[src/rtl/ehgu_fifo_wr_ctrl.sv]
// Burst write controller for the ehgu synchronous FIFO. It reserves space for a whole
// burst before accepting source words and tracks occupancy from consumer read credits.
module ehgu_fifo_wr_ctrl #(
    parameter int unsigned WIDTH     = 8,
    parameter int unsigned DEPTH     = 128,
    parameter int unsigned BURST_LEN = 16,
    parameter int unsigned GAP_CYC   = 0,
    parameter int unsigned AF_LEVEL  = DEPTH - 4
) (
    input  logic                         clk0,
    input  logic                         rst,
    input  logic                         s_valid,
    output logic                         s_ready,
    input  logic [WIDTH-1:0]             s_data,
    input  logic                         credit,
    output logic                         en,
    output logic [WIDTH-1:0]             data_in,
    output logic [$clog2(DEPTH+1)-1:0]   level,
    output logic                         full,
    output logic                         almost_full,
    output logic                         udf_err
);

    localparam int unsigned LW = $clog2(DEPTH + 1);
    localparam int unsigned BW = $clog2(BURST_LEN + 1);
    localparam int unsigned GW = (GAP_CYC > 1) ? $clog2(GAP_CYC) : 1;

    typedef enum logic [1:0] {StIdle, StBurst, StGap} state_e;

    state_e            state_q, state_d;
    logic [BW-1:0]     beat_q, beat_d;
    logic [GW-1:0]     gap_q, gap_d;
    logic [LW-1:0]     level_q, level_d;
    logic              udf_q, udf_d;
    logic              en_q, en_d;
    logic [WIDTH-1:0]  data_q, data_d;

    logic              accept;
    logic [LW-1:0]     free_space;
    logic              space_ok;

    assign s_ready     = (state_q == StBurst);
    assign accept      = s_valid & s_ready;
    // Space check uses the registered level, so a same-cycle credit only makes it conservative.
    assign free_space  = LW'(DEPTH) - level_q;
    assign space_ok    = (free_space >= LW'(BURST_LEN));

    assign en          = en_q;
    assign data_in     = data_q;
    assign level       = level_q;
    assign full        = (level_q == LW'(DEPTH));
    assign almost_full = (level_q >= LW'(AF_LEVEL));
    assign udf_err     = udf_q;

    always_comb begin
        state_d = state_q;
        beat_d  = beat_q;
        gap_d   = gap_q;
        level_d = level_q;
        udf_d   = udf_q;
        en_d    = 1'b0;
        data_d  = data_q;

        if (accept) begin
            en_d   = 1'b1;
            data_d = s_data;
        end

        if (accept && !credit) begin
            level_d = level_q + LW'(1);
        end else if (credit && !accept) begin
            if (level_q == '0) begin
                udf_d = 1'b1;
            end else begin
                level_d = level_q - LW'(1);
            end
        end

        unique case (state_q)
            StIdle: begin
                if (s_valid && space_ok) begin
                    state_d = StBurst;
                    beat_d  = '0;
                end
            end
            StBurst: begin
                if (accept) begin
                    if (beat_q == BW'(BURST_LEN - 1)) begin
                        beat_d  = '0;
                        gap_d   = '0;
                        state_d = (GAP_CYC > 0) ? StGap : StIdle;
                    end else begin
                        beat_d = beat_q + BW'(1);
                    end
                end
            end
            StGap: begin
                if (gap_q == GW'(GAP_CYC - 1)) begin
                    gap_d   = '0;
                    state_d = StIdle;
                end else begin
                    gap_d = gap_q + GW'(1);
                end
            end
            default: state_d = StIdle;
        endcase
    end

    always_ff @(posedge clk0 or posedge rst) begin
        if (rst) begin
            state_q <= StIdle;
            beat_q  <= '0;
            gap_q   <= '0;
            level_q <= '0;
            udf_q   <= 1'b0;
            en_q    <= 1'b0;
            data_q  <= '0;
        end else begin
            state_q <= state_d;
            beat_q  <= beat_d;
            gap_q   <= gap_d;
            level_q <= level_d;
            udf_q   <= udf_d;
            en_q    <= en_d;
            data_q  <= data_d;
        end
    end

endmodule

[config.mk]
export PLATFORM = sky130hd
export DESIGN_NAME = ehgu_fifo_wr_ctrl
export DESIGN_NICKNAME = d
export VERILOG_FILES = /design/src/rtl/ehgu_fifo_wr_ctrl.sv
export SDC_FILE = /design/constraint.sdc
export NUM_CORES = 1
export LEC_CHECK = 0
export CORE_ASPECT_RATIO = 1.75
export CORE_MARGIN = 2
export CORE_UTILIZATION = 44
export DETAILED_ROUTE_END_ITERATION = 10
export PLACE_DENSITY = 0.83
export SLEW_MARGIN = 15
export SYNTH_ARGS = -nofsm -noshare
export SYNTH_HDL_FRONTEND = slang
export SYNTH_SLANG_ARGS = --single-unit
[constraint.sdc]
create_clock -name clk0 -period 2.52 [get_ports clk0]
set_input_delay 0.252 -clock clk0 [delete_from_list [all_inputs] [get_ports clk0]]
set_output_delay 0.252 -clock clk0 [all_outputs]
set_load 0.005 [all_outputs]
==> summary.md <==
| Metric | Value |
|---|---|
| Status | `complete, no violations` |
| Crit-path leading delay family | `compound AO/OA/AOI/OAI gates` |
| Synth Area in XOR/XNOR | `0.0331` |
| GP Congestion | `between 0.8 and 0.9` |
| Total power | `around 0.0022 W` |
| Share of cells above drive strength 1 | `0.213` |
| Syn Nets | `144` |
| CP endpoint kind | `flip-flop` |
| CTS tree | `yes` |
| Commonest non-fill, non-tap cell in the layout | `clkdlybuf4s50_1` |
| Max clock buf depth | `2` |
| DP Area | `roughly 1800 um^2` |
| Worst-case reg-to-reg path depth | `10` |
| First-pass GRT wire length | `5420 um` |
| Startpoint types | `primary input` |
| Data arrival, critical path | `roughly 2600 ps` |
| Leakage | `0.827 nW` |
| Drt drc | `0` |
| Type of the worst setup path | `in2reg` |
| Mapped Area | `1320 um^2` |
| Slew Viols, Final | `0` |
| Gr ovfl total | `0` |
| Via count | `~1100` |
| Avg Cell Area, Syn | `around 11 um^2` |
| Die ar. | `3480 um^2` |
| H-tree lvl count | `1` |
| Vias in the first global route | `about 1200` |
| Total wire length | `around 3300 um` |
| Mapped Cells | `around 120` |
| Worst IR Drop VDD | `0.868 mV` |
| Final Cell Area | `1830 um^2` |
| Placement row count | `26` |
| Worst Max-Slew Pin Slew | `about 900 ps` |
| Mux cell area share after synthesis | `0.0833` |
| Reg clk slew, reported paths | `80 ps` |
| Core region area | `between 2000 and 3000 um^2` |
| Initial DRC Count | `31` |
| Post-DP HPWL | `~2500 um` |
| Antenna cell count | `0` |
| Crit path launch | `s_valid` |
| Routed Antenna Nets | `0` |
| Yosys reg bits | `24` |
| FMAX | `415 MHz` |
| Worst r2r src | `state_q[0]$_DFFE_PP0P_` |
| Post-synth EDFFs | `0` |
| Final Hold Vio Count | `0` |
| Total GRT Usage | `0.203` |
| Post-Layout Cell Count | `around 200` |
| Critical Path RT | `around 2700 ps` |
| Top post-synthesis cells by area | `dfrtp_1, ha_1, mux2_2` |
| Final period util | `0.957` |
| Initial Util | `0.457` |
| Fin Clk Skew | `~2.7 ps` |
| Via-to-Cell Ratio | `approximately 5.8` |
| Clk_lat worst skew | `between 200 and 300 ps` |
| Worst hold path type | `in2async` |
| Drt first pass iters | `4` |
| CP Cell Sequence | `clkdlybuf4s50_1 -> nand2_1 -> inv_1 -> ha_2 -> inv_2 -> ha_1 -> or2_2 -> a21o_1 -> a211o_1 -> a21oi_2 -> o21a_1` |
| Sink Count | `24` |
| Synth area leader | `dfrtp_1` |
| Setup violations, final | `0` |
| Post-synthesis cell type count | `37` |
| Die width | `approximately 45 um` |
| PD cells | `1210 nW/um^2` |
| Setup TNS | `0 ps` |
| Largest family of logic cells by synthesized area | `compound AO/OA/AOI/OAI gates` |
| Cell count after placement | `roughly 190` |
| Fin crit period | `2410 ps` |
| Area growth syn-to-layout | `38.1%` |
| I/O pin cnt | `33` |
| Clk Tree Root Cell | `clkbuf_8` |
| Synth Area in Adders | `0.100` |
| Simple-Gate Fraction of Synth Area | `0.110` |
| Slowest cell on crit path | `clkdlybuf4s50_1` |
| Hold WS | `480 ps` |
| Area fraction in compound gates after synthesis | `0.188` |
| Die H | `approximately 77 um` |
| Port bufs | `32` |
| Most frequent cells in the layout | `clkdlybuf4s50_1, dfrtp_1, buf_4` |
| Bufs and invs on worst path | `3` |
| Initial antenna violation count | `0` |
| Yosys warnings | `0` |
| WL per Instance | `~17 um` |
| Max-cap violations | `0` |
| Worst slew margin | `0.398` |
| Ys flop type | `dfrtp_1` |
| Nets | `around 190` |
| Seq/Total Area, Yosys | `0.454` |
| Top cell type's share of synthesized area | `0.454` |
| CP max FO | `7` |
| Max incr delay on CP | `490 ps` |
| Largest net degree at the start of global routing | `25` |
| Cell count along the critical path | `11` |
| FILL cells | `253` |
| Cts bufs inserted | `3` |
| Asr flop ratio synth | `1.00` |
cells in the mapped netlist, drive strengths merged, types with 3 or more instances:
| cell | instances |
|---|---|
| a21o | 5 |
| a21oi | 5 |
| a31oi | 4 |
| dfrtp | 24 |
| ha | 9 |
| inv | 7 |
| mux2 | 8 |
| nand2 | 10 |
| nand3 | 3 |
| nor2 | 4 |
| o21a | 3 |
| o21ai | 9 |
| o31ai | 3 |
| xor2 | 3 |
area by class of cell:
class	count	area [um^2]	area share
Tap cell	28	35.0	0.0192
Clock buffer	4	55.1	0.0301
Sequential cell	24	601	0.329
Timing Repair Buffer	45	418	0.229
Multi-Input combinational cell	89	692	0.379
Inverter	7	26.3	0.0144
metal layers:
layer / global-route usage / vias to the layer above / share of wire
li1: - / 538 / -
met1: 0.216 / 561 / 0.37
met2: 0.376 / 29 / 0.59
met3: 0.0166 / 6 / 0.025
met4: 0.0794 / 0 / 0.018
met5: 0 / - / 0
worst paths after layout:
path	to	slack, ps
hold / removal	data_in[1]$_DFFE_PP0N_	480
min in group clk0	udf_err$_DFFE_PP0P_	490
max in group asynchronous	beat_q[4]$_DFFE_PP0P_	1490
setup reg to reg	level[7]$_DFFE_PP0P_	240
setup / recovery	level[7]$_DFFE_PP0P_	110
hold reg to reg	udf_err$_DFFE_PP0P_	490
state kept, by name, indices dropped and copies added (netlist names):
| signal | count |
|---|---|
| data_in | 8 |
| level | 8 |
| beat_q | 5 |
| en | 1 |
| state_q | 1 |
| udf_err | 1 |
worst register-to-register path: stages, from the launching register on:
cell	delay, ps
dfrtp_1	390
nand2_1	90
inv_1	80
ha_2	200
inv_2	130
ha_1	270
or2_2	290
a21o_1	220
a211o_1	310
a21oi_2	120
o21a_1	130
timing repair:
item                                    in CTS  in global routing
hold buffers                                 0                  0
resized for setup                            0                  4
endpoints found under the setup margin       0                  2
buffers inserted                             0                  1
endpoints found under the hold margin        0                  0
report_power, final:
group          switching [W]  internal [W]  total [W]  leakage [nW]
sequential          0.000175      0.000534   0.000709         0.283
clock               0.000121      0.000139   0.000260        0.0288
combinational       0.000521      0.000714    0.00124         0.515
total               0.000817       0.00139    0.00220         0.827
kinds of logic after synthesis:
kind of cell / after synthesis
adders and majority gates: 10
AOI/OAI and AO/OA: 37
buffers and inverters: 9
muxes: 10
and+or+nand+nor: 27
DFF: 24
xor gates and xnor gates: 5
through the flow:
step / setup slack, ps / utilization
floorplan: 9.45 / -
global placement: -100 / 0.605
detailed placement: -170 / 0.605
CTS: 19.0 / 0.624
global route: -9.94 / 0.631
finish: 108 / 0.631
Power figures use the tool's default switching activity.
==> patch: new RTL, same settings <==
Put one more register stage on the output `level`, without a reset. The value now appears one clock later. The other outputs are not delayed to match. Comments in the files are not updated.
--- a/src/rtl/ehgu_fifo_wr_ctrl.sv
+++ b/src/rtl/ehgu_fifo_wr_ctrl.sv
@@ -48,5 +48,7 @@
     assign en          = en_q;
     assign data_in     = data_q;
-    assign level       = level_q;
+    always_ff @(posedge clk0) begin
+        level <= level_q;
+    end
     assign full        = (level_q == LW'(DEPTH));
     assign almost_full = (level_q >= LW'(AF_LEVEL));
Behaviour: not the same (a bounded check fails within 4 cycles, from zero or initial values and one cycle with rst high).
==> patch against the original RTL <==
Sequential cell count is 8 higher. Area after synthesis increased by 11%. Worst setup slack better by 110 ps. Final area is 8.6% higher. Critical path type is now reg2reg. Hold slack worse by 37 ps. Via count rose by 8.7%. Non-clock buffer count down 9. Utilization fell by 0.64 points. First-iteration DRC count up 13%. Clock skew hardly changed. Highest routed layer unchanged. Routed wire length shrank 0.18%. Sequential power up 24%. Total power up 7.8%.
==> patch: results <==
metrics = {
    "synth": {
        "synth_fa_ha_area_share_pct": 9.044,
        "synth-xor-area-share_pct": 2.986,
        "async_flop_share_pct": 75.00,
        "synth_ff_type": "dfrtp_1",
        "synth.area.top_cells": "dfrtp_1 41%, dfxtp_1 11%, nand2_1 10%",
        "muxShareOfSynthArea_pct": 0.6826,
        "yosysUniqueCellTypes": 36,
        "synth_fp_nets": 171,
        "synth-compound-area-share_pct": 13.23,
        "yosysWarnings": 0,
        "yosysSeqAreaShare_pct": 51.88,
        "synthTopCellsByCount": "39 x nand2_1, 24 x dfrtp_1, 9 x ha_1",
    },
    "worst_setup_path": {
        "cpPeakStageDelay_ps": 420,
        "critPathArrivalTime_ps": 2490,
        "crit_start": "state_q[0]",
        "critPathSlowestCell": "dfrtp_1",
        "r2r_setup_slack_ps": 210,
        "crit_fanout": 6,
    },
    "clock_network": {
        "clkTransAtPathRegs_ps": 60,
        "htree_levels": 2,
        "clkLatencyLatePin_ps": 280,
        "cts_resized": 0,
        "numCtsBuffers": 5,
        "cts_max_path_buffers": 2,
        "clock-root-buffer": "clkbuf_8",
        "cts_setup_buffers": 0,
    },
    "finish": {
        "fillers": 266,
        "diodes": 0,
        "drive_gt1_share_pct": 10.05,
        "fin_nets": 210,
    },
    "pwr": {
        "vdd_drop_max_uv": 665.6,
        "leakagePower_uw": 0.0009069,
    },
    "placed_design": {
        "pre_cts_slack_ps": -52.01,
        "dpl.hpwl_um": 2476,
        "gp_congestion": 0.9323,
        "port_buffers": 32,
    },
    "global_route": {
        "grt_util_all_layers_pct": 19.32,
        "gr-usage-met1_pct": 21.79,
        "grt_pass1_wl_um": 5388,
        "antenna_found_initial": 0,
        "use_met2_pct": 33.78,
        "grt_start_max_net_pins": 25,
        "grt_use_met3_pct": 4.045,
        "first_global_vias": 1266,
    },
    "detailed_routing": {
        "routed_via_density": 5.315,
        "drt_iter0_markers": 35,
        "wl_um": 3296,
        "firstDrtPassIters": 4,
    },
    "hold_path": {
        "min-delay-start": "level_q[7]",
        "hold_class": "reg2reg",
    },
    "timing": {
        "skew_ps": 2.919,
        "period_minus_slack_ps": 2306,
        "report.final.slew_viol_count": 0,
        "worst_slew_pin_slew_ps": 930.8,
    },
    "run_status": {
        "run_status": "finished clean",
    },
}
==> patch: final cells by class <==
cell class | count | area (um2) | share of cell area (%)
repair buffers | 36 | 350.3 | 17.67
flip-flops and latches | 32 | 760.7 | 38.36
multi-input cells | 105 | 661.9 | 33.38
clock inverters | 1 | 30.03 | 1.514
inverters | 8 | 30.03 | 1.514
well taps | 43 | 53.80 | 2.713
clock buffers | 7 | 96.34 | 4.858
==> patch: report_power, final <==
part,switching [uW],total [uW],internal (uW)
clock,182,530,349
sequential,172,881,709
combinational,443,964,521
total,797,2380,1580
==> patch: worst max-delay path, delay by kind of cell (launching register included) <==
kind	cells	cell delay, ps
AOI/OAI and AO/OA	4	820
adders and majority gates	2	470
DFF	1	420
and+or+nand+nor	2	360
buffers and inverters	1	150
==> patch: path summary, 6_finish.rpt <==
path | end | cells after the start
worst max-delay path | level_q[6] | 9
worst min-delay path | level[7] | 0
worst max register to register | level_q[6] | 9
worst min register to register | level[7] | 0
max in group asynchronous | level_q[0] | 2
min in group asynchronous | level_q[7] | 2
==> patch: cell families after synthesis <==
logic type	after synthesis
AO/OA/AOI/OAI	28
XOR/XNOR	5
adder cells (fa/ha/maj)	10
buffers and inverters	12
flip-flops	32
multiplexers	1
AND/OR/NAND/NOR	61
==> patch: through the flow <==
stage	instance area, um2	cells	hold WS, ps	power [uW]
finish	1983	232	442.3	2375
global route	1983	232	467.7	2543
CTS	1983	232	436.2	2385
detailed placement	1857	224	420.7	1845
global placement	1857	224	396.2	1777
floorplan	1473	149	266.6	1430
==> patch: layer usage <==
metal | up-vias | part of all wire, %
li1 | 579 | -
met1 | 619 | 38
met2 | 28 | 57
met3 | 7 | 4.1
met4 | 0 | 1.5
met5 | - | 0
